## src/rtl/mips_boot_pkg.sv

```systemverilog
// Shared definitions for the mips boot loader: state encoding, default
// memory geometry and a sizing helper for the phase counter.
package mips_boot_pkg;

    localparam int DEF_ADDR_W = 6;
    localparam int DEF_DATA_W = 32;

    typedef enum logic [2:0] {
        ST_IDLE = 3'd0,
        ST_LOAD = 3'd1,
        ST_HOLD = 3'd2,
        ST_RUN  = 3'd3,
        ST_DONE = 3'd4
    } boot_state_e;

    // Bits needed to hold (max(a,b) - 1), never less than one.
    function automatic int cnt_width(input int a, input int b);
        int m;
        m = (a > b) ? a : b;
        return (m <= 1) ? 1 : $clog2(m);
    endfunction

endpackage

```

## src/rtl/boot_cycle_counter.sv

```systemverilog
// Loadable down-counter that flags terminal count; times the HOLD and RUN phases.
module boot_cycle_counter #(
    parameter int CNT_W = 4
) (
    input  logic             clk,
    input  logic             rst_n,
    input  logic             load,
    input  logic [CNT_W-1:0] load_val,
    input  logic             en,
    output logic             tc
);

    logic [CNT_W-1:0] count_q;
    logic [CNT_W-1:0] count_d;

    // Next count: load wins, otherwise decrement and stick at zero.
    always_comb begin
        count_d = count_q;
        if (load) begin
            count_d = load_val;
        end else if (en && (count_q != {CNT_W{1'b0}})) begin
            count_d = count_q - CNT_W'(1);
        end else begin
            count_d = count_q;
        end
    end

    // Count register.
    always_ff @(posedge clk or negedge rst_n) begin
        if (!rst_n) begin
            count_q <= {CNT_W{1'b0}};
        end else begin
            count_q <= count_d;
        end
    end

    assign tc = (count_q == {CNT_W{1'b0}});

endmodule

```

## src/rtl/mips_boot_loader.sv

```systemverilog
// Streams a program into instruction memory, then sequences the core's reset:
// hold for RESET_HOLD cycles, run for RUN_CYCLES cycles, then park in DONE.
module mips_boot_loader
    import mips_boot_pkg::*;
#(
    parameter int ADDR_W     = DEF_ADDR_W,
    parameter int DATA_W     = DEF_DATA_W,
    parameter int RESET_HOLD = 2,
    parameter int RUN_CYCLES = 15
) (
    input  logic              clk,
    input  logic              rst_n,
    input  logic              start,
    input  logic              abort,
    input  logic              prog_valid,
    input  logic [DATA_W-1:0] prog_data,
    input  logic              prog_last,
    output logic              prog_ready,
    output logic              imem_we,
    output logic [ADDR_W-1:0] imem_addr,
    output logic [DATA_W-1:0] imem_wdata,
    output logic              cpu_rst_n,
    output logic              busy,
    output logic              done,
    output logic              overflow,
    output logic [ADDR_W:0]   word_count
);

    localparam int                CNT_W   = cnt_width(RESET_HOLD, RUN_CYCLES);
    localparam logic [ADDR_W-1:0] PTR_MAX = {ADDR_W{1'b1}};
    localparam logic [ADDR_W:0]   WC_MAX  = {1'b1, {ADDR_W{1'b0}}};

    boot_state_e       state_q, state_d;
    logic [ADDR_W-1:0] ptr_q, ptr_d;
    logic [ADDR_W:0]   wc_q, wc_d;
    logic              ovf_q, ovf_d;
    logic              done_q, done_d;
    logic              cpu_rst_n_q, cpu_rst_n_d;

    logic              accept_s;
    logic              session_start_s;
    logic              cnt_load_s;
    logic [CNT_W-1:0]  cnt_val_s;
    logic              cnt_en_s;
    logic              cnt_tc_s;

    assign accept_s        = (state_q == ST_LOAD) && prog_valid && !abort;
    assign session_start_s = (state_q != ST_LOAD) && (state_d == ST_LOAD);

    boot_cycle_counter #(.CNT_W(CNT_W)) u_cnt (
        .clk      (clk),
        .rst_n    (rst_n),
        .load     (cnt_load_s),
        .load_val (cnt_val_s),
        .en       (cnt_en_s),
        .tc       (cnt_tc_s)
    );

    // State register.
    always_ff @(posedge clk or negedge rst_n) begin
        if (!rst_n) begin
            state_q <= ST_IDLE;
        end else begin
            state_q <= state_d;
        end
    end

    // Next-state logic; abort overrides every other input.
    always_comb begin
        state_d = state_q;
        if (abort) begin
            state_d = ST_IDLE;
        end else begin
            case (state_q)
                ST_IDLE: state_d = start ? ST_LOAD : ST_IDLE;
                ST_LOAD: begin
                    if (accept_s && (prog_last || (ptr_q == PTR_MAX))) begin
                        state_d = ST_HOLD;
                    end else begin
                        state_d = ST_LOAD;
                    end
                end
                ST_HOLD: state_d = cnt_tc_s ? ST_RUN : ST_HOLD;
                ST_RUN:  state_d = cnt_tc_s ? ST_DONE : ST_RUN;
                ST_DONE: state_d = start ? ST_LOAD : ST_DONE;
                default: state_d = ST_IDLE;
            endcase
        end
    end

    // Output decode and phase-counter control.
    always_comb begin
        prog_ready = (state_q == ST_LOAD) && !abort;
        imem_we    = accept_s;
        imem_addr  = ptr_q;
        imem_wdata = prog_data;
        busy       = (state_q == ST_LOAD) || (state_q == ST_HOLD) || (state_q == ST_RUN);
        cnt_load_s = 1'b0;
        cnt_val_s  = {CNT_W{1'b0}};
        cnt_en_s   = 1'b0;
        if ((state_q != ST_HOLD) && (state_d == ST_HOLD)) begin
            cnt_load_s = 1'b1;
            cnt_val_s  = CNT_W'(RESET_HOLD - 1);
        end else if ((state_q == ST_HOLD) && (state_d == ST_RUN)) begin
            cnt_load_s = 1'b1;
            cnt_val_s  = CNT_W'(RUN_CYCLES - 1);
        end else begin
            cnt_en_s   = (state_q == ST_HOLD) || (state_q == ST_RUN);
        end
    end

    // Session registers; overflow and word_count survive abort for inspection.
    always_comb begin
        ptr_d       = ptr_q;
        wc_d        = wc_q;
        ovf_d       = ovf_q;
        done_d      = (state_d == ST_DONE);
        cpu_rst_n_d = (state_d == ST_RUN);
        if (session_start_s) begin
            ptr_d = {ADDR_W{1'b0}};
            wc_d  = {(ADDR_W+1){1'b0}};
            ovf_d = 1'b0;
        end else if (accept_s) begin
            ptr_d = ptr_q + ADDR_W'(1);
            wc_d  = (wc_q == WC_MAX) ? wc_q : (wc_q + (ADDR_W+1)'(1));
            ovf_d = ovf_q | (!prog_last && (ptr_q == PTR_MAX));
        end else begin
            ptr_d = ptr_q;
            wc_d  = wc_q;
            ovf_d = ovf_q;
        end
    end

    // Datapath and core-reset registers.
    always_ff @(posedge clk or negedge rst_n) begin
        if (!rst_n) begin
            ptr_q       <= {ADDR_W{1'b0}};
            wc_q        <= {(ADDR_W+1){1'b0}};
            ovf_q       <= 1'b0;
            done_q      <= 1'b0;
            cpu_rst_n_q <= 1'b0;
        end else begin
            ptr_q       <= ptr_d;
            wc_q        <= wc_d;
            ovf_q       <= ovf_d;
            done_q      <= done_d;
            cpu_rst_n_q <= cpu_rst_n_d;
        end
    end

    assign cpu_rst_n  = cpu_rst_n_q;
    assign done       = done_q;
    assign overflow   = ovf_q;
    assign word_count = wc_q;

endmodule

```

## config.mk

```make
export PLATFORM = sky130hd
export DESIGN_NAME = mips_boot_loader
export DESIGN_NICKNAME = d
export VERILOG_FILES = /design/src/rtl/mips_boot_pkg.sv /design/src/rtl/boot_cycle_counter.sv /design/src/rtl/mips_boot_loader.sv
export SDC_FILE = /design/constraint.sdc
export NUM_CORES = 1
export LEC_CHECK = 0
export CORE_AREA = 4 4 56 95
export DETAILED_ROUTE_END_ITERATION = 6
export DIE_AREA = 0 0 60 99
export HOLD_SLACK_MARGIN = 0.02
export PLACE_DENSITY = 0.8
export REMOVE_ABC_BUFFERS = 1
export SYNTH_ARGS = -nofsm -noshare
export SYNTH_HDL_FRONTEND = slang
export SYNTH_SLANG_ARGS = --single-unit
export TNS_END_PERCENT = 10
```

## constraint.sdc

```tcl
create_clock -name clk -period 1.9 [get_ports clk]
set_clock_uncertainty 0.15 [all_clocks]
set_input_delay 0.19 -clock clk [delete_from_list [all_inputs] [get_ports clk]]
set_output_delay 0.19 -clock clk [all_outputs]
set_load 0.01 [all_outputs]
```

==> tab_implementation.tex, run 1 <==
\begin{tabular}{lr}
\hline
Metric & Value \\
\hline
\multicolumn{2}{l}{\textbf{Synth}} \\
\quad Simple-gate share of the synthesized area & 15.4\% \\
\quad Number of synthesized flops with an enable pin & 0 \\
\quad Most used standard cells in the synthesized netlist & 32 x buf\_4, 23 x dfrtp\_1, 19 x a21oi\_1 \\
\quad Xor-xnor portion of the synthesized cell area & 8.15\% \\
\quad Biggest area contributors in the synthesized netlist & dfrtp\_1 38\%, buf\_4 16\%, a21oi\_1 6.3\% \\
\quad Multiplexer fraction of the synthesized cell area & 1.33\% \\
\quad Average cell area after synthesis & 9.58 um\^{}2 \\
\quad Share of synthesized area occupied by flip-flops and latches & 38.3\% \\
\quad Synthesized instance count & $\sim$160 \\
\quad Yosys warnings & 0 \\
\quad Dominant combinational cell family by area after synthesis & buffers and inverters \\
\quad Post-Syn Area & 1500 um\^{}2 \\
\quad Primary flip-flop cell chosen by synthesis mapping & dfrtp\_1 \\
\quad Top-area cell type share of the netlist area & 38.3\% \\
\quad Compound-gate portion of the synthesized area & between 10 and 15\% \\
\quad Library cell occupying the most area in the post-synthesis netlist & dfrtp\_1 \\
\quad Cell with the most instances after synthesis & buf\_4 \\
\quad Number of storage elements in the synthesis netlist & 23 \\
\quad Yosys cell types & 37 \\
\quad Adder-cell area share of the yosys netlist & $\sim$3.3\% \\
\quad Fraction of registers with async set/reset & 100\% \\
\multicolumn{2}{l}{\textbf{STA}} \\
\quad Worst hold margin & about 130 ps \\
\quad FMAX & 0.487 GHz \\
\quad Transition time of the tightest slew-check pin & roughly 370 ps \\
\quad Count of final max-slew check failures & 0 \\
\quad Time the final worst path needs with I/O delays and setup & 2050 ps \\
\quad Final critical-path setup slack & -155 ps \\
\quad Ratio of final minimum period to clock period & 108\% \\
\quad Slew HR & 75.2\% \\
\quad Final hold violation count & 0 \\
\quad RSZ-0062 raised after global routing & true \\
\quad Setup Viol. Count Final & 18 \\
\multicolumn{2}{l}{\textbf{Routing}} \\
\quad DRT Pass-1 Iters & 4 \\
\quad Overall routed net length & 4.41 mm \\
\quad Post-detailed-route via-to-cell ratio & 5.23 \\
\quad Post-DR wirelength/cell & 18.4 um \\
\quad Total via count in the routed design & 1,249 \\
\quad DRC violation count after routing & 0 \\
\quad DRC violation total after the first TritonRoute iteration & 14 \\
\quad Number of nets with antenna violations after routing & 0 \\
\multicolumn{2}{l}{\textbf{GRT}} \\
\quad Gr ovfl total & 0 \\
\quad First-pass GRT wire length & 7.06 mm \\
\quad Vias in the first global route & 1,372 \\
\quad GRT Overall Usage & 15.7\% \\
\quad Maximum number of pins on one net before global-route repair & 24 \\
\quad Initial antenna violation count & 0 \\
\multicolumn{2}{l}{\textbf{Finish}} \\
\quad Area growth from synthesis to layout & 27.3\% \\
\quad Number of antenna diodes & 0 \\
\quad Layout cells sized above 1 & 30.3\% \\
\quad FILL cells & 453 \\
\quad Net count of the finished layout & 231 \\
\quad Final instance count without filler cells & 239 \\
\multicolumn{2}{l}{\textbf{Critical path}} \\
\quad Slowest stage cell, crit path & a2111o\_1 \\
\quad Data arrival, critical path & roughly 2100 ps \\
\quad CP Cell Sequence & inv\_2, ha\_4, nor3b\_4, nand3b\_1, o2bb2ai\_2, a2111o\_1, a221oi\_2 \\
\quad Critical Path Start Type & flip-flop \\
\quad Category of the most critical setup path & flip-flop to flip-flop \\
\quad Maximum fanout along the worst path & 4 \\
\quad Worst setup EP type & flip-flop \\
\quad CP max stage delay & approximately 450 ps \\
\quad Required time of the critical path & 1930 ps \\
\multicolumn{2}{l}{\textbf{Power}} \\
\quad Sequential Power Share & between 30\% and 40\% \\
\quad Cell internal pwr & 1.08 mW \\
\quad Psw & 0.523 mW \\
\quad Share of total power in the clock network & between 10\% and 20\% \\
\quad Combinational Power Share & 41.1\% \\
\quad Worst vdd ir & 0.444 mV \\
\quad P per Cell Area & 836 nW/um\^{}2 \\
\quad Fraction of power spent switching nets & between 30\% and 40\% \\
\quad Leak Pwr & 0.861 nW \\
\multicolumn{2}{l}{\textbf{Place}} \\
\quad Placed cell count & roughly 230 \\
\quad Placed wire-length estimate & 3.42 mm \\
\quad Count of input and output buffers & 24 \\
\quad Last weighted congestion value of the routability-driven placer & 0.839 \\
\multicolumn{2}{l}{\textbf{Floorplan}} \\
\quad Count of standard-cell rows & 32 \\
\quad Number of I/O pins & a little under 90 \\
\quad Core footprint & approximately 4500 um\^{}2 \\
\quad Die boundary width & around 60 um \\
\quad Floorplan die height & 99 um \\
\quad Effective utilization at floorplan & 33.5\% \\
\quad Die area & 5940 um\^{}2 \\
\multicolumn{2}{l}{\textbf{CTS}} \\
\quad Clock root buffer master & clkbuf\_8 \\
\quad Clock Sinks & 23 \\
\quad Later-pin clock latency in the skew report & between 200 and 300 ps \\
\quad Bufs on Longest Clock Path & 2 \\
\quad Deepest level of the CTS H-tree & 1 \\
\quad Total CTS buffers & 3 \\
\quad TritonCTS clock tree & done \\
\quad Hold-fix buffer count after cts & 0 \\
\quad Clock input transition at the sequential cells of the worst setup and hold paths & 90 ps \\
\multicolumn{2}{l}{\textbf{Status}} \\
\quad Run status & finished with violations \\
\quad Violations in the final reports & setup timing \\
\multicolumn{2}{l}{\textbf{Min path}} \\
\quad Hold crit path type & input pin to asynchronous set/reset pin \\
\multicolumn{2}{l}{\textbf{Run}} \\
\quad Maximum capacitance violations & 0 \\
\hline
\end{tabular}
==> final timing paths <==
kind	depth (start not counted)	startpoint	slack, ps	end
min	2	rst_n	130	done
min reg2reg	2	overflow	420	overflow
max	7	u_cnt.count_q[0]	-150	u_cnt.count_q[1]
max in group asynchronous	2	rst_n	1220	state_q[1]
max reg2reg	7	u_cnt.count_q[0]	-150	u_cnt.count_q[1]
min in group clk	0	prog_data[12]	230	imem_wdata[12]
==> worst max-delay path, delay by kind of cell, from the launching register on <==
family | cells | cell delay, ps
and+or+nand+nor | 2 | 350
buffers and inverters | 1 | 80
AOI/OAI and AO/OA | 3 | 850
adders and majority gates | 1 | 130
DFF | 1 | 400
==> routing by layer <==
metal	routed length, um	share of wire [%]	vias to the layer above	track usage [%]
met5	0	0	-	7.62
met4	35	0.79	0	3.41
met3	611	14	4	11.3
met2	1920	44	67	21.5
met1	1840	42	604	19.2
li1	-	-	574	-
==> registers in the layout (all words and copies together) (netlist names) <==
register / flops
word_count: 7
overflow: 1
state_q: 3
done: 1
cpu_rst_n: 1
u_cnt.count_q: 4
imem_addr: 6
==> final cells by class <==
class | instances | area, um^2 | share of cell area, %
clock buffer | 4 | 45.0 | 2.35
inverter | 9 | 33.8 | 1.76
tap | 51 | 63.8 | 3.33
sequential | 23 | 578 | 30.2
multi-input combinational | 91 | 679 | 35.5
timing repair buffer | 61 | 514 | 26.9
==> power groups by stage <==
stage / sequential [mW] / clock (mW) / combinational (mW)
2_1_floorplan: 0.652 / 0 / 0.260
3_3_place_gp: 0.625 / 0 / 0.572
3_5_place_dp: 0.630 / 0 / 0.590
4_1_cts: 0.626 / 0.321 / 0.643
5_1_grt: 0.634 / 0.342 / 0.725
6_report: 0.625 / 0.318 / 0.657
==> logic make-up after synthesis <==
family	Yosys count
compound gates	33
xor+xnor	14
fa+ha+maj	4
buf+inv	43
flops	23
mux	2
simple gates	38
==> placed cells by master (no fill, tap or decap), types with 2 or more instances in the layout <==
master and instances:
a21oi_1 18, a221oi_2 3, a41oi_1 2, and2_1 2, and3_1 2, buf_4 37
clkbuf_8 3, clkdlybuf4s50_1 21, dfrtp_1 21, dfrtp_2 2, dlygate4sd2_1 3, ha_1 3
inv_1 6, inv_2 2, mux2i_1 2, nand2_1 5, nand2b_1 2, nand4_1 5
nor2_1 11, nor3_1 2, xnor2_1 7, xor2_1 7
==> per-stage QoR <==
| stage | area, um^2 | power [mW] | util [%] | TNS [ps] | setup slack (ps) |
|---|---|---|---|---|---|
| after CTS | 1910 | 1.59 | 42.6 | -943 | -187 |
| after floorplan | 1250 | 0.911 | - | -6220 | -395 |
| after global placement | 1820 | 1.20 | 40.6 | -448 | -113 |
| after global routing | 1910 | 1.70 | 42.7 | -3140 | -304 |
| after detailed placement | 1820 | 1.22 | 40.6 | -1600 | -223 |
| final | 1910 | 1.60 | 42.7 | -777 | -155 |
==> what timing repair did <==
| item | in CTS | in global routing |
|---|---|---|
| buffers inserted | 2 | 0 |
| endpoints found under the hold margin | 0 | 0 |
| pin swaps | 2 | 0 |
| resized for setup | 12 | 1 |
| setup endpoints to repair | 22 | 19 |
Note: power is estimated with default switching activity, not from simulation.
==> inputs of run 2 (changes only) <==
- CAP_MARGIN: default -> 20
- CORE_AREA: 4 4 56 95 -> 4 4 55 94
- CTS_BUF_LIST: default -> sky130_fd_sc_hd__clkbuf_4
- DIE_AREA: 0 0 60 99 -> 0 0 59 98
- HOLD_SLACK_MARGIN: 0.02 -> 0.05
- PLACE_DENSITY: 0.8 -> 0.82
==> run 2 against run 1 <==
  * The flow still finishes with violations (setup timing)
  * First-iteration DRC count grew to 3.7 times the previous value
  * Global-route usage up 0.87 points
  * Non-clock buffer count rose by 1
  * Via count up 1.8%
  * Largest cell class unchanged
  * Largest power group unchanged
==> tab_implementation.tex, run 2 (synthesis results as in run 1) <==
\begin{tabular}{lr}
\hline
Metric & Value \\
\hline
\multicolumn{2}{l}{\textbf{Status}} \\
\quad Run status & finished with violations \\
\quad Violations in the final reports & setup timing \\
\multicolumn{2}{l}{\textbf{GRT}} \\
\quad GRT Overall Usage & 16.5\% (+0.87 points) \\
\quad Initial antenna violation count & 0 (unchanged) \\
\quad Gr ovfl total & 0 (unchanged) \\
\quad Maximum number of pins on one net before global-route repair & 24 (unchanged) \\
\quad First-pass GRT wire length & 7.24 mm (+2.6\%) \\
\quad Vias in the first global route & 1,360 (-0.87\%) \\
\multicolumn{2}{l}{\textbf{Critical path}} \\
\quad CP max stage delay & 440 ps (about the same) \\
\quad Category of the most critical setup path & flip-flop to flip-flop \\
\quad CP Cell Sequence & inv\_2, ha\_4, nor3b\_4, nand3b\_1, o2bb2ai\_2, a2111o\_1, a221oi\_1 \\
\quad Critical Path Start Type & flip-flop \\
\quad Slowest stage cell, crit path & a2111o\_1 \\
\quad Data arrival, critical path & 2110 ps (+30 ps) \\
\quad Worst setup EP type & flip-flop \\
\quad Maximum fanout along the worst path & 4 (unchanged) \\
\quad Required time of the critical path & 1980 ps (+50 ps) \\
\multicolumn{2}{l}{\textbf{Floorplan}} \\
\quad Number of I/O pins & 89 (unchanged) \\
\quad Die area & 5780 um\^{}2 (-2.7\%) \\
\quad Core footprint & 4400 um\^{}2 (-1.8\%) \\
\quad Floorplan die height & 98 um (-1.0\%) \\
\quad Effective utilization at floorplan & 34.1\% (+0.61 points) \\
\quad Count of standard-cell rows & 32 (unchanged) \\
\quad Die boundary width & 59 um (-1.7\%) \\
\multicolumn{2}{l}{\textbf{CTS}} \\
\quad Clock Sinks & 23 (unchanged) \\
\quad Deepest level of the CTS H-tree & 1 (unchanged) \\
\quad Later-pin clock latency in the skew report & 320 ps (+50 ps) \\
\quad TritonCTS clock tree & done \\
\quad Clock input transition at the sequential cells of the worst setup and hold paths & 130 ps (+40 ps) \\
\quad Total CTS buffers & 3 (unchanged) \\
\quad Hold-fix buffer count after cts & 0 (unchanged) \\
\quad Bufs on Longest Clock Path & 2 (unchanged) \\
\quad Clock root buffer master & clkbuf\_4 \\
\multicolumn{2}{l}{\textbf{Power}} \\
\quad Combinational Power Share & 43.0\% (+1.9 points) \\
\quad Fraction of power spent switching nets & 34.2\% (+1.6 points) \\
\quad Sequential Power Share & 41.3\% (+2.2 points) \\
\quad Cell internal pwr & 0.999 mW (-7.3\%) \\
\quad Worst vdd ir & 0.402 mV (-9.4\%) \\
\quad Leak Pwr & 0.871 nW (+1.2\%) \\
\quad P per Cell Area & 790 nW/um\^{}2 (-5.5\%) \\
\quad Share of total power in the clock network & 15.7\% (-4.1 points) \\
\quad Overall power consumption & 1.52 mW (-5.1\%) \\
\quad Psw & 0.520 mW (-0.54\%) \\
\multicolumn{2}{l}{\textbf{Place}} \\
\quad Post-place setup slack & -174 ps (+49.5 ps) \\
\quad Count of input and output buffers & 24 (unchanged) \\
\quad Placement Cell Area & 1830 um\^{}2 (+0.27\%) \\
\quad Placed wire-length estimate & 3.52 mm (+3.1\%) \\
\quad Last weighted congestion value of the routability-driven placer & 0.780 (-7.0\%) \\
\quad Placed cell count & 232 (-0.43\%) \\
\multicolumn{2}{l}{\textbf{Finish}} \\
\quad FILL cells & 431 (-4.9\%) \\
\quad Footprint of the flip-flops and latches & 577 um\^{}2 (-0.22\%) \\
\quad Most common cell after layout, fill and taps aside & buf\_4 \\
\quad Area occupied by multi-input gates & 683 um\^{}2 (+0.55\%) \\
\quad Final core occ & 43.7\% (+0.98 points) \\
\quad Net count of the finished layout & 232 (+0.43\%) \\
\quad Flip-flop count of the largest register after layout & 7 (unchanged) \\
\quad Post-route cell area & 1920 um\^{}2 (+0.46\%) \\
\quad Number of antenna diodes & 0 (unchanged) \\
\quad Most frequent cells in the layout & 36 x buf\_4, 22 x dfrtp\_1, 21 x clkdlybuf4s50\_1, 18 x a21oi\_1, 11 x nor2\_1 \\
\quad Area growth from synthesis to layout & 27.9\% \\
\quad Layout cells sized above 1 & 30.2\% (-0.16 points) \\
\quad Final instance count without filler cells & 240 (+0.42\%) \\
\multicolumn{2}{l}{\textbf{Min path}} \\
\quad Hold crit path type & input pin to asynchronous set/reset pin \\
\multicolumn{2}{l}{\textbf{Routing}} \\
\quad DRC violation total after the first TritonRoute iteration & 52 (+38) \\
\quad Total via count in the routed design & 1,272 (+1.8\%) \\
\quad Overall routed net length & 4.64 mm (+5.4\%) \\
\quad Post-detailed-route via-to-cell ratio & 5.30 (+1.4\%) \\
\quad Number of nets with antenna violations after routing & 0 (unchanged) \\
\quad Post-DR wirelength/cell & 19.3 um (+4.9\%) \\
\quad DRT Pass-1 Iters & 4 (unchanged) \\
\quad DRC violation count after routing & 0 (unchanged) \\
\multicolumn{2}{l}{\textbf{STA}} \\
\quad Slew HR & 71.3\% (-4.0 points) \\
\quad FMAX & 0.493 GHz (+1.4\%) \\
\quad Time the final worst path needs with I/O delays and setup & 2030 ps (-27.4 ps) \\
\quad Ratio of final minimum period to clock period & 107\% (-1.4 points) \\
\quad RSZ-0062 raised after global routing & true \\
\quad Setup total negative slack & -393 ps (+384 ps) \\
\quad Worst hold margin & 63.9 ps (-62.6 ps) \\
\quad Final critical-path setup slack & -127 ps (+27.4 ps) \\
\quad Count of final max-slew check failures & 0 (unchanged) \\
\quad Transition time of the tightest slew-check pin & 429 ps (+59.1 ps) \\
\quad Setup Viol. Count Final & 7 (-11) \\
\quad Final hold violation count & 0 (unchanged) \\
\multicolumn{2}{l}{\textbf{Run}} \\
\quad Maximum capacitance violations & 0 (unchanged) \\
\hline
\end{tabular}
[run 2: cell count changes in the layout (fill, tap and decap cells not counted), sizes merged]
cell / previous run / this run
buf: 37 / 38
clkbuf: 4 / 3
clkinv: 1 / 2
[run 2: worst max-delay path, delay by kind of cell (launching register included)]
kind                       cells  cell delay [ps]
adders and majority gates      1              130
DFF                            1              420
AOI/OAI and AO/OA              3              840
and+or+nand+nor                2              310
buffers and inverters          1               90
[run 2: cell type report]
type / count / share of cell area [%]
clock buffers: 3 / 1.17
multi-input cells: 91 / 35.5
clock inverters: 1 / 0.260
flip-flops and latches: 23 / 30.0
inverters: 9 / 1.76
repair buffers: 62 / 28.0
well taps: 51 / 3.32
[run 2: power by group through the flow]
stage          combinational (mW)  clock (mW)  sequential (mW)
6_report                    0.653       0.238            0.627
3_3_place_gp                0.566           0            0.628
4_1_cts                     0.594       0.243            0.625
3_5_place_dp                0.586           0            0.634
2_1_floorplan               0.260           0            0.652
5_1_grt                     0.712       0.259            0.637
[run 2: routing by layer]
metal,part of all wire (%),global-route usage (%)
met1,39,19.5
met2,47,23.5
met3,14,12.4
met4,0.60,3.66
met5,0,3.81
[run 2: path summary, 6_finish.rpt]
path | end | slack, ps | cells after the start | startpoint
worst max-delay path | u_cnt.count_q[2] | -130 | 7 | u_cnt.count_q[0]
worst min-delay path | word_count[6] | 60 | 2 | rst_n
worst max register to register | u_cnt.count_q[2] | -130 | 7 | u_cnt.count_q[0]
worst min register to register | overflow | 400 | 2 | overflow
max in group asynchronous | state_q[2] | 1290 | 2 | rst_n
min in group clk | imem_wdata[18] | 230 | 0 | prog_data[18]
[run 2: repair_timing]
action                                  CTS  global route
pin swaps                                 1             1
buffers inserted                          3             1
hold endpoints to repair                  0             0
gates resized for setup                   6             7
endpoints found under the setup margin   21            21
